**src/rtl/serial_add_seq.sv**
```systemverilog
// serial_add_seq: bit-serial WIDTH-bit adder with ready/valid on both sides.
// Operands are consumed LSB-first through one full-adder cell per clock with a
// registered carry; the assembled sum, carry-out and signed overflow are held
// in output registers until the consumer takes them.
module serial_add_seq #(
  parameter int unsigned WIDTH = 8
) (
  input  logic             clk,
  input  logic             rst_n,
  input  logic             in_valid,
  output logic             in_ready,
  input  logic [WIDTH-1:0] a,
  input  logic [WIDTH-1:0] b,
  input  logic             cin,
  output logic             out_valid,
  input  logic             out_ready,
  output logic [WIDTH-1:0] sum,
  output logic             cout,
  output logic             ovf,
  output logic             busy
);

  localparam int unsigned CNT_W    = (WIDTH > 1) ? $clog2(WIDTH) : 1;
  localparam int unsigned LAST_BIT = WIDTH - 1;
  localparam int unsigned MSB_CIN  = WIDTH - 2;

  typedef enum logic [1:0] {
    ST_IDLE = 2'd0,
    ST_RUN  = 2'd1,
    ST_DONE = 2'd2
  } state_e;

  state_e             state_q, state_d;
  logic [WIDTH-1:0]   a_sh_q, a_sh_d;
  logic [WIDTH-1:0]   b_sh_q, b_sh_d;
  logic [WIDTH-1:0]   s_sh_q, s_sh_d;
  logic               c_q, c_d;
  logic               c_msb_q, c_msb_d;
  logic [CNT_W-1:0]   cnt_q, cnt_d;
  logic [WIDTH-1:0]   sum_q, sum_d;
  logic               cout_q, cout_d;
  logic               ovf_q, ovf_d;

  logic               fa_s;
  logic               fa_c;

  // Single full-adder cell working on the current LSBs and the carry register.
  assign fa_s = a_sh_q[0] ^ b_sh_q[0] ^ c_q;
  assign fa_c = (a_sh_q[0] & b_sh_q[0]) | (a_sh_q[0] & c_q) | (b_sh_q[0] & c_q);

  // State and datapath registers; synchronous active-low reset clears everything.
  always_ff @(posedge clk) begin
    if (!rst_n) begin
      state_q <= ST_IDLE;
      a_sh_q  <= '0;
      b_sh_q  <= '0;
      s_sh_q  <= '0;
      c_q     <= 1'b0;
      c_msb_q <= 1'b0;
      cnt_q   <= '0;
      sum_q   <= '0;
      cout_q  <= 1'b0;
      ovf_q   <= 1'b0;
    end else begin
      state_q <= state_d;
      a_sh_q  <= a_sh_d;
      b_sh_q  <= b_sh_d;
      s_sh_q  <= s_sh_d;
      c_q     <= c_d;
      c_msb_q <= c_msb_d;
      cnt_q   <= cnt_d;
      sum_q   <= sum_d;
      cout_q  <= cout_d;
      ovf_q   <= ovf_d;
    end
  end

  // Next-state and datapath update; every register holds unless its state acts on it.
  always_comb begin
    state_d = state_q;
    a_sh_d  = a_sh_q;
    b_sh_d  = b_sh_q;
    s_sh_d  = s_sh_q;
    c_d     = c_q;
    c_msb_d = c_msb_q;
    cnt_d   = cnt_q;
    sum_d   = sum_q;
    cout_d  = cout_q;
    ovf_d   = ovf_q;

    unique case (state_q)
      ST_IDLE: begin
        if (in_valid) begin
          a_sh_d  = a;
          b_sh_d  = b;
          c_d     = cin;
          c_msb_d = 1'b0;
          cnt_d   = '0;
          s_sh_d  = '0;
          state_d = ST_RUN;
        end
      end

      ST_RUN: begin
        s_sh_d = {fa_s, s_sh_q[WIDTH-1:1]};
        a_sh_d = a_sh_q >> 1;
        b_sh_d = b_sh_q >> 1;
        c_d    = fa_c;
        cnt_d  = cnt_q + CNT_W'(1);
        // The carry produced by bit WIDTH-2 is the carry into the sign bit.
        if (cnt_q == CNT_W'(MSB_CIN)) begin
          c_msb_d = fa_c;
        end
        // Last bit: publish the result registers straight from the adder cell.
        if (cnt_q == CNT_W'(LAST_BIT)) begin
          sum_d   = {fa_s, s_sh_q[WIDTH-1:1]};
          cout_d  = fa_c;
          ovf_d   = c_msb_q ^ fa_c;
          state_d = ST_DONE;
        end
      end

      ST_DONE: begin
        if (out_ready) begin
          state_d = ST_IDLE;
        end
      end

      default: begin
        state_d = ST_IDLE;
      end
    endcase
  end

  // Handshake and status flags decode from the state register only.
  assign in_ready  = (state_q == ST_IDLE);
  assign out_valid = (state_q == ST_DONE);
  assign busy      = (state_q == ST_RUN) || (state_q == ST_DONE);

  assign sum  = sum_q;
  assign cout = cout_q;
  assign ovf  = ovf_q;

endmodule
```
**config.mk**
```make
export PLATFORM = sky130hd
export DESIGN_NAME = serial_add_seq
export DESIGN_NICKNAME = d
export VERILOG_FILES = /design/src/rtl/serial_add_seq.sv
export SDC_FILE = /design/constraint.sdc
export NUM_CORES = 1
export LEC_CHECK = 0
export ABC_CLOCK_PERIOD_IN_PS = 1400
export BUFFER_PORTS_ARGS = -buffer_cell sky130_fd_sc_hd__buf_2
export CAP_MARGIN = 40
export CORE_UTILIZATION = 49
export CTS_BUF_LIST = sky130_fd_sc_hd__clkbuf_16
export CTS_CLUSTER_SIZE = 10
export DETAILED_ROUTE_END_ITERATION = 7
export GPL_TIMING_DRIVEN = 0
export HOLD_SLACK_MARGIN = 0.12
export PLACE_DENSITY = 0.74
export SKIP_LAST_GASP = 1
export SYNTH_ARGS = -nofsm -noshare
export SYNTH_HDL_FRONTEND = slang
export SYNTH_SLANG_ARGS = --single-unit
```
**constraint.sdc**
```tcl
create_clock -name clk -period 1.4 [get_ports clk]
set_input_delay 0.14 -clock clk [delete_from_list [all_inputs] [get_ports clk]]
set_output_delay 0.14 -clock clk [all_outputs]
set_load 0.01 [all_outputs]
```
==> impl_metrics.toml, run 1 <==
[global_routing]
grt_max_degree = 14
grt_pass1_wl_um = 7155
grt.total_usage_pct = 23.01
antenna_found_initial = 0
overflow = 0
grt_pass1_vias = 1612

[synth]
ys.warnings.count = 0
synth_common_cells = "nand2_1 (43), dfxtp_1 (40), mux2i_1 (19)"
yosysUniqueCellTypes = 26
ys_async_sr_fraction_pct = 0
yosysMostFrequentCell = "nand2_1"
yosys.area.top_type = "dfxtp_1"
synth_edf_count = 0
synth.avg_cell_area_um2 = 9.734
yosys_register_bits = 40
synth_top_area_share_pct = 43.07
synth.cell_area_um2 = 1859
synth_fp_nets = 219
synth.area.top_cells = "dfxtp_1 (43%), mux2i_1 (10%), nand2_1 (8.7%)"
yosysSeqAreaShare_pct = 43.07
ys.flop_type = "dfxtp_1"
syn_inst = 191

[floorplanning]
row_count = 22
start_util_pct = 50.79
die-height_um = 63.60
die-area_um2 = 4045
io-pin-count = 34
coreArea_um2 = 3661
die_w_um = 63.60

[sta]
hold_viol = 0
period_share_pct = 103.2
max_freq_mhz = 691.9
setup_violations = 15
finalSetupTns_ps = -410.8
timing.final.ws_setup_ps = -45.21
grt_setup_unrepaired = "true"
final.setup_skew_ps = 7.034
relSlewSlack_pct = 70.03
worst_pin_slew_ps = 449.6
hold-worst-slack_ps = 139.3
maxSlewViolCount = 0
min_period_ps = 1445

[place]
pre_cts_slack_ps = -129.9
place_hpwl_um = 2526
gp_congestion = 0.7771
port_buffers = 32

[clocking]
clk_pin_slew_ps = 60
htreeDepth = 2
clock_sinks = 40
cts_tree = "done"
numCtsBuffers = 5
cts.path.max_buffers = 2
insertion_delay_ps = 280
clockRootBuffer = "clkbuf_16"

[power_and_ir_drop]
power.internal_mw = 3.069
p_switching_mw = 1.408
seq_power_share_pct = 33.8
power_leakage_nw = 1.124
p_clk_share_pct = 29.1
p_sw_share_pct = 31.45
p_per_area_nw_per_um2 = 1866
ir_drop_v = 0.001267
comb_power_share_pct = 37.1

[worst_setup_path]
cp-end-kind = "register"
crit_slowest_cell = "mux2_4"
crit_type = "register to register"
crit_path_cell_trace = "inv_4 -> ha_4 -> mux2_4 -> buf_6 -> o211a_1"
timing.rr.start = "state_q[0]"
crit_family = "multiplexers"
startpoint = "state_q[0]"
worst-path-stages = 5
cp_max_fo = 10
worstPathArrival_ps = 1620
critPathCapture = "b_sh_q[3]"
critPathMaxStageDelay_ps = 370
worstReg2RegEnd = "b_sh_q[3]"
cp.required_ps = 1570
reg2regPathDepth = 5
worst-path-buf-inv = 2
startpoint_type = "register"
rrSetupSlack_ps = -50

[final_layout]
post-route-util_pct = 65.52
nFillCells = 320
drive_gt1_share_pct = 29.41
synthToLayoutAreaGrowth_pct = 29.00
fin_nets = 265
n_antenna_cell = 0

[routing]
ant_nets = 0
drcViolationCount = 0
wl_per_cell_um = 14.14
drt-initial-drc-count = 81
drt_pre_antenna_iters = 4
drt-total-wl_um = 4043
viasPerCell = 5.332
vias = 1525

[outcome]
violations = "negative setup slack"
run_status = "finished with violations"

[job]
max_cap_violations = 0

[hold_path]
holdCritPathClass = "input pin to register"
timing repair:
item	CTS	global route
gates cloned	1	0
setup buffers	3	3
hold buffers	1	0
resized for setup	12	12
endpoints found under the hold margin	1	0
endpoints found under the setup margin	36	37
pin swaps	1	1
logic make-up (layout without fill, tap and decap cells):
kind of cell / count (synthesis) / after routing / share of synthesized area (%)
muxes: 20 / 20 / 11.04
and+or+nand+nor: 61 / 61 / 14.54
AOI/OAI and AO/OA: 40 / 40 / 18.84
adders and majority gates: 7 / 7 / 5.114
buffers and inverters: 22 / 69 / 6.932
DFF: 40 / 40 / 43.07
xor gates and xnor gates: 1 / 1 / 0.4711
cell type report:
| class | count | area, µm² | area share, % |
|---|---|---|---|
| multi-input cells | 129 | 972.2 | 40.53 |
| flip-flops and latches | 40 | 808.3 | 33.70 |
| repair buffers | 40 | 242.7 | 10.12 |
| well taps | 48 | 60.06 | 2.504 |
| plain buffers | 14 | 118.9 | 4.956 |
| clock inverters | 3 | 42.54 | 1.774 |
| clock buffers | 5 | 125.1 | 5.216 |
| inverters | 7 | 28.78 | 1.200 |
worst reg2reg max path, stage by stage, from the launching register on:
cell and delay [ps]:
dfxtp_4 360, inv_4 60, ha_4 170, mux2_4 370, buf_6 160, o211a_1 210
power by group through the flow:
stage | Clock (mW) | Sequential, mW | Combinational [mW]
6_report | 1.30 | 1.51 | 1.66
4_1_cts | 1.32 | 1.51 | 1.56
5_1_grt | 1.37 | 1.54 | 1.82
3_3_place_gp | 0 | 1.51 | 1.38
2_1_floorplan | 0 | 1.48 | 1.13
3_5_place_dp | 0 | 1.51 | 1.39
cells in the final DEF, fill, tap and decap left out, types with 4 or more instances in the layout:
cell type	count
buf_4	8
nor2b_1	8
nand2_1	43
a32oi_1	8
clkbuf_1	5
buf_6	4
mux2i_1	19
a21boi_0	6
dfxtp_1	36
a21boi_1	6
o211a_1	16
clkbuf_16	5
nand3_1	5
inv_1	5
buf_2	33
per-stage QoR:
stage	area, µm²	cells	total power, mW
6_report	2399	286	4.477
5_1_grt	2399	286	4.728
4_1_cts	2345	283	4.392
3_5_place_dp	2096	271	2.904
3_3_place_gp	2096	271	2.886
2_1_floorplan	1876	191	2.606
sequential cells by signal, indices dropped and copies added (netlist names):
signal	flops
a_sh_q	8
b_sh_q	8
c_msb_q	1
c_q	1
cnt_q	3
cout	1
ovf	1
s_sh_q	7
state_q	2
sum	8
layer usage:
| layer | part of all wire (%) | track usage [%] | wire length, µm |
|---|---|---|---|
| met2 | 50 | 40.69 | 2035 |
| met5 | 0 | 0 | 0 |
| met3 | 3.8 | 6.884 | 152 |
| met4 | 1.2 | 8.807 | 47 |
| met1 | 45 | 25.53 | 1808 |
worst min-delay path by stage:
stage	slack, ps	start	end	cells past startpoint
final	140	a[7]	a_sh_q[7]	3
after global routing	150	a[7]	a_sh_q[7]	3
after global placement	420	b[7]	b_sh_q[7]	3
after CTS	130	a[7]	a_sh_q[7]	3
after floorplan	300	a[7]	a_sh_q[7]	2
after detailed placement	420	b[7]	b_sh_q[7]	3
(Power assumes the default switching activity.)
==> run 2, diff against run 1 <==
- CELL_PAD_IN_SITES_DETAIL_PLACEMENT: not set -> 2
- CELL_PAD_IN_SITES_GLOBAL_PLACEMENT: not set -> 2
- CORE_UTILIZATION: 49 -> 30
- GPL_TIMING_DRIVEN: 0 -> not set
- PLACE_DENSITY: 0.74 -> not set
- PLACE_DENSITY_LB_ADDON: not set -> 0.1
==> run 2 against run 1 <==
The run still ends with negative setup slack left. Die area up 61%. Clock power up 4%. Critical endpoint is now s_sh_q[7]. Global-route usage down 6.0 points. Largest power group unchanged. Setup slack worse by 36 ps.
==> impl_metrics.toml, run 2 (same netlist as run 1, synthesis figures left out) <==
[floorplanning]
row_count = 28
start_util_pct = 31.22
coreArea_um2 = 5956
die-area_um2 = 6517
die_w_um = 80.73
io-pin-count = 34
die-height_um = 80.73

[sta]
setup_violations = 4
grt_setup_unrepaired = "true"
worst_pin_slew_ps = 301.3
max_freq_mhz = 675.3
final.setup_skew_ps = 3.103
relSlewSlack_pct = 79.91
period_share_pct = 105.8
maxSlewViolCount = 0
timing.final.ws_setup_ps = -80.91
min_period_ps = 1481
hold_viol = 0

[global_routing]
grt_max_degree = 29
grt_use_met3_pct = 3.750
grt_pass1_wl_um = 8142
overflow = 0
antenna_found_initial = 0
use_met1_pct = 19.81
grt_pass1_vias = 1630
grt.total_usage_pct = 16.98
grt-busiest-layer = "met2"
use_met2_pct = 30.59

[hold_path]
holdCritPathClass = "input pin to register"

[worst_setup_path]
crit_type = "register to register"
startpoint_type = "register"
cp_max_fo = 9
cp.required_ps = 1560
worstPathArrival_ps = 1640
cp-end-kind = "register"

[power_and_ir_drop]
p_per_area_nw_per_um2 = 1898
power_leakage_nw = 1.180
ir_drop_v = 0.0006284
total_power_mw = 4.889

[clocking]
clock_sinks = 40
htreeDepth = 2
clk_pin_slew_ps = 60
insertion_delay_ps = 280
clockRootBuffer = "clkbuf_16"
cts.path.max_buffers = 2
cts_tree = "done"
numCtsBuffers = 5

[final_layout]
synthToLayoutAreaGrowth_pct = 38.56
final_cell_mix = "nand2_1 (42), dfxtp_1 (36), buf_2 (33)"
final_common_cell = "nand2_1"
drive_gt1_share_pct = 36.51
n_antenna_cell = 0
nFillCells = 630
final_area_um2 = 2576
fin_nets = 268

[place]
pre_cts_slack_ps = -95.69
gp_congestion = 0.7292
port_buffers = 33
place_area_um2 = 2132
place_hpwl_um = 3345

[routing]
drt_pre_antenna_iters = 4
drt-initial-drc-count = 43
ant_nets = 0
viasPerCell = 5.085
drcViolationCount = 0
wl_per_cell_um = 17.69
vias = 1607
drt-total-wl_um = 5589

[outcome]
run_status = "finished with violations"
violations = "negative setup slack"

[job]
max_cap_violations = 0
[run 2: cell count changes in the layout (fill, tap and decap cells not counted), sizes merged]
cell,previous run,this run
dlygate4sd3,1,0
inv,7,8
clkbuf,10,6
clkinv,1,0
mux2,1,4
buf,48,53
[run 2: area by class of cell]
type,instances,area (µm²),share of cell area [%]
timing repair buffer,54,392.9,15.25
multi-input combinational,132,1079,41.86
clock inverter,3,46.29,1.797
sequential,40,808.3,31.37
clock buffer,5,125.1,4.857
inverter,7,31.28,1.214
tap,75,93.84,3.643
[run 2: worst max-delay path, stage by stage (launching register included)]
cell and delay, ps:
dfxtp_2 340, inv_4 80, ha_4 230, nand2b_1 140, buf_4 200, a32oi_1 270, nor2b_1 100
[run 2: repair_timing]
item,in CTS,in global routing
hold buffers,0,0
setup buffers,6,2
setup endpoints to repair,38,36
endpoints found under the hold margin,0,0
gates resized for setup,19,23
pin swaps,3,4
gates cloned,4,2
[run 2: per-layer routing]
| layer | vias to the layer above | share of wire, % |
|---|---|---|
| li1 | 772 | - |
| met5 | - | 0 |
| met4 | 0 | 1.2 |
| met2 | 25 | 54 |
| met3 | 8 | 2.5 |
| met1 | 802 | 42 |
[run 2: per-stage QoR]
stage               TNS (ps)  instances  hold slack (ps)  utilization [%]
floorplan                  0        191            303.1                -
global placement      -205.8        294            419.9            35.80
detailed placement     -1774        294            430.2            35.80
CTS                        0        312            126.8            41.26
global route          -659.6        316            155.1            43.26
finish                -129.2        316            126.9            43.26
[run 2: report_power, final]
| group | switching (mW) | internal (mW) |
|---|---|---|
| clock network | 0.507 | 0.848 |
| registers | 0.169 | 1.37 |
| logic | 0.979 | 1.02 |
| total | 1.66 | 3.23 |
[run 2: path summary, 6_finish.rpt]
check	from	to	slack [ps]	depth (start not counted)
setup / recovery	state_q[1]	s_sh_q[7]	-80	6
hold / removal	b[7]	b_sh_q[7]	130	3
setup reg to reg	state_q[1]	s_sh_q[7]	-80	6
hold reg to reg	b_sh_q[7]	b_sh_q[7]	460	2
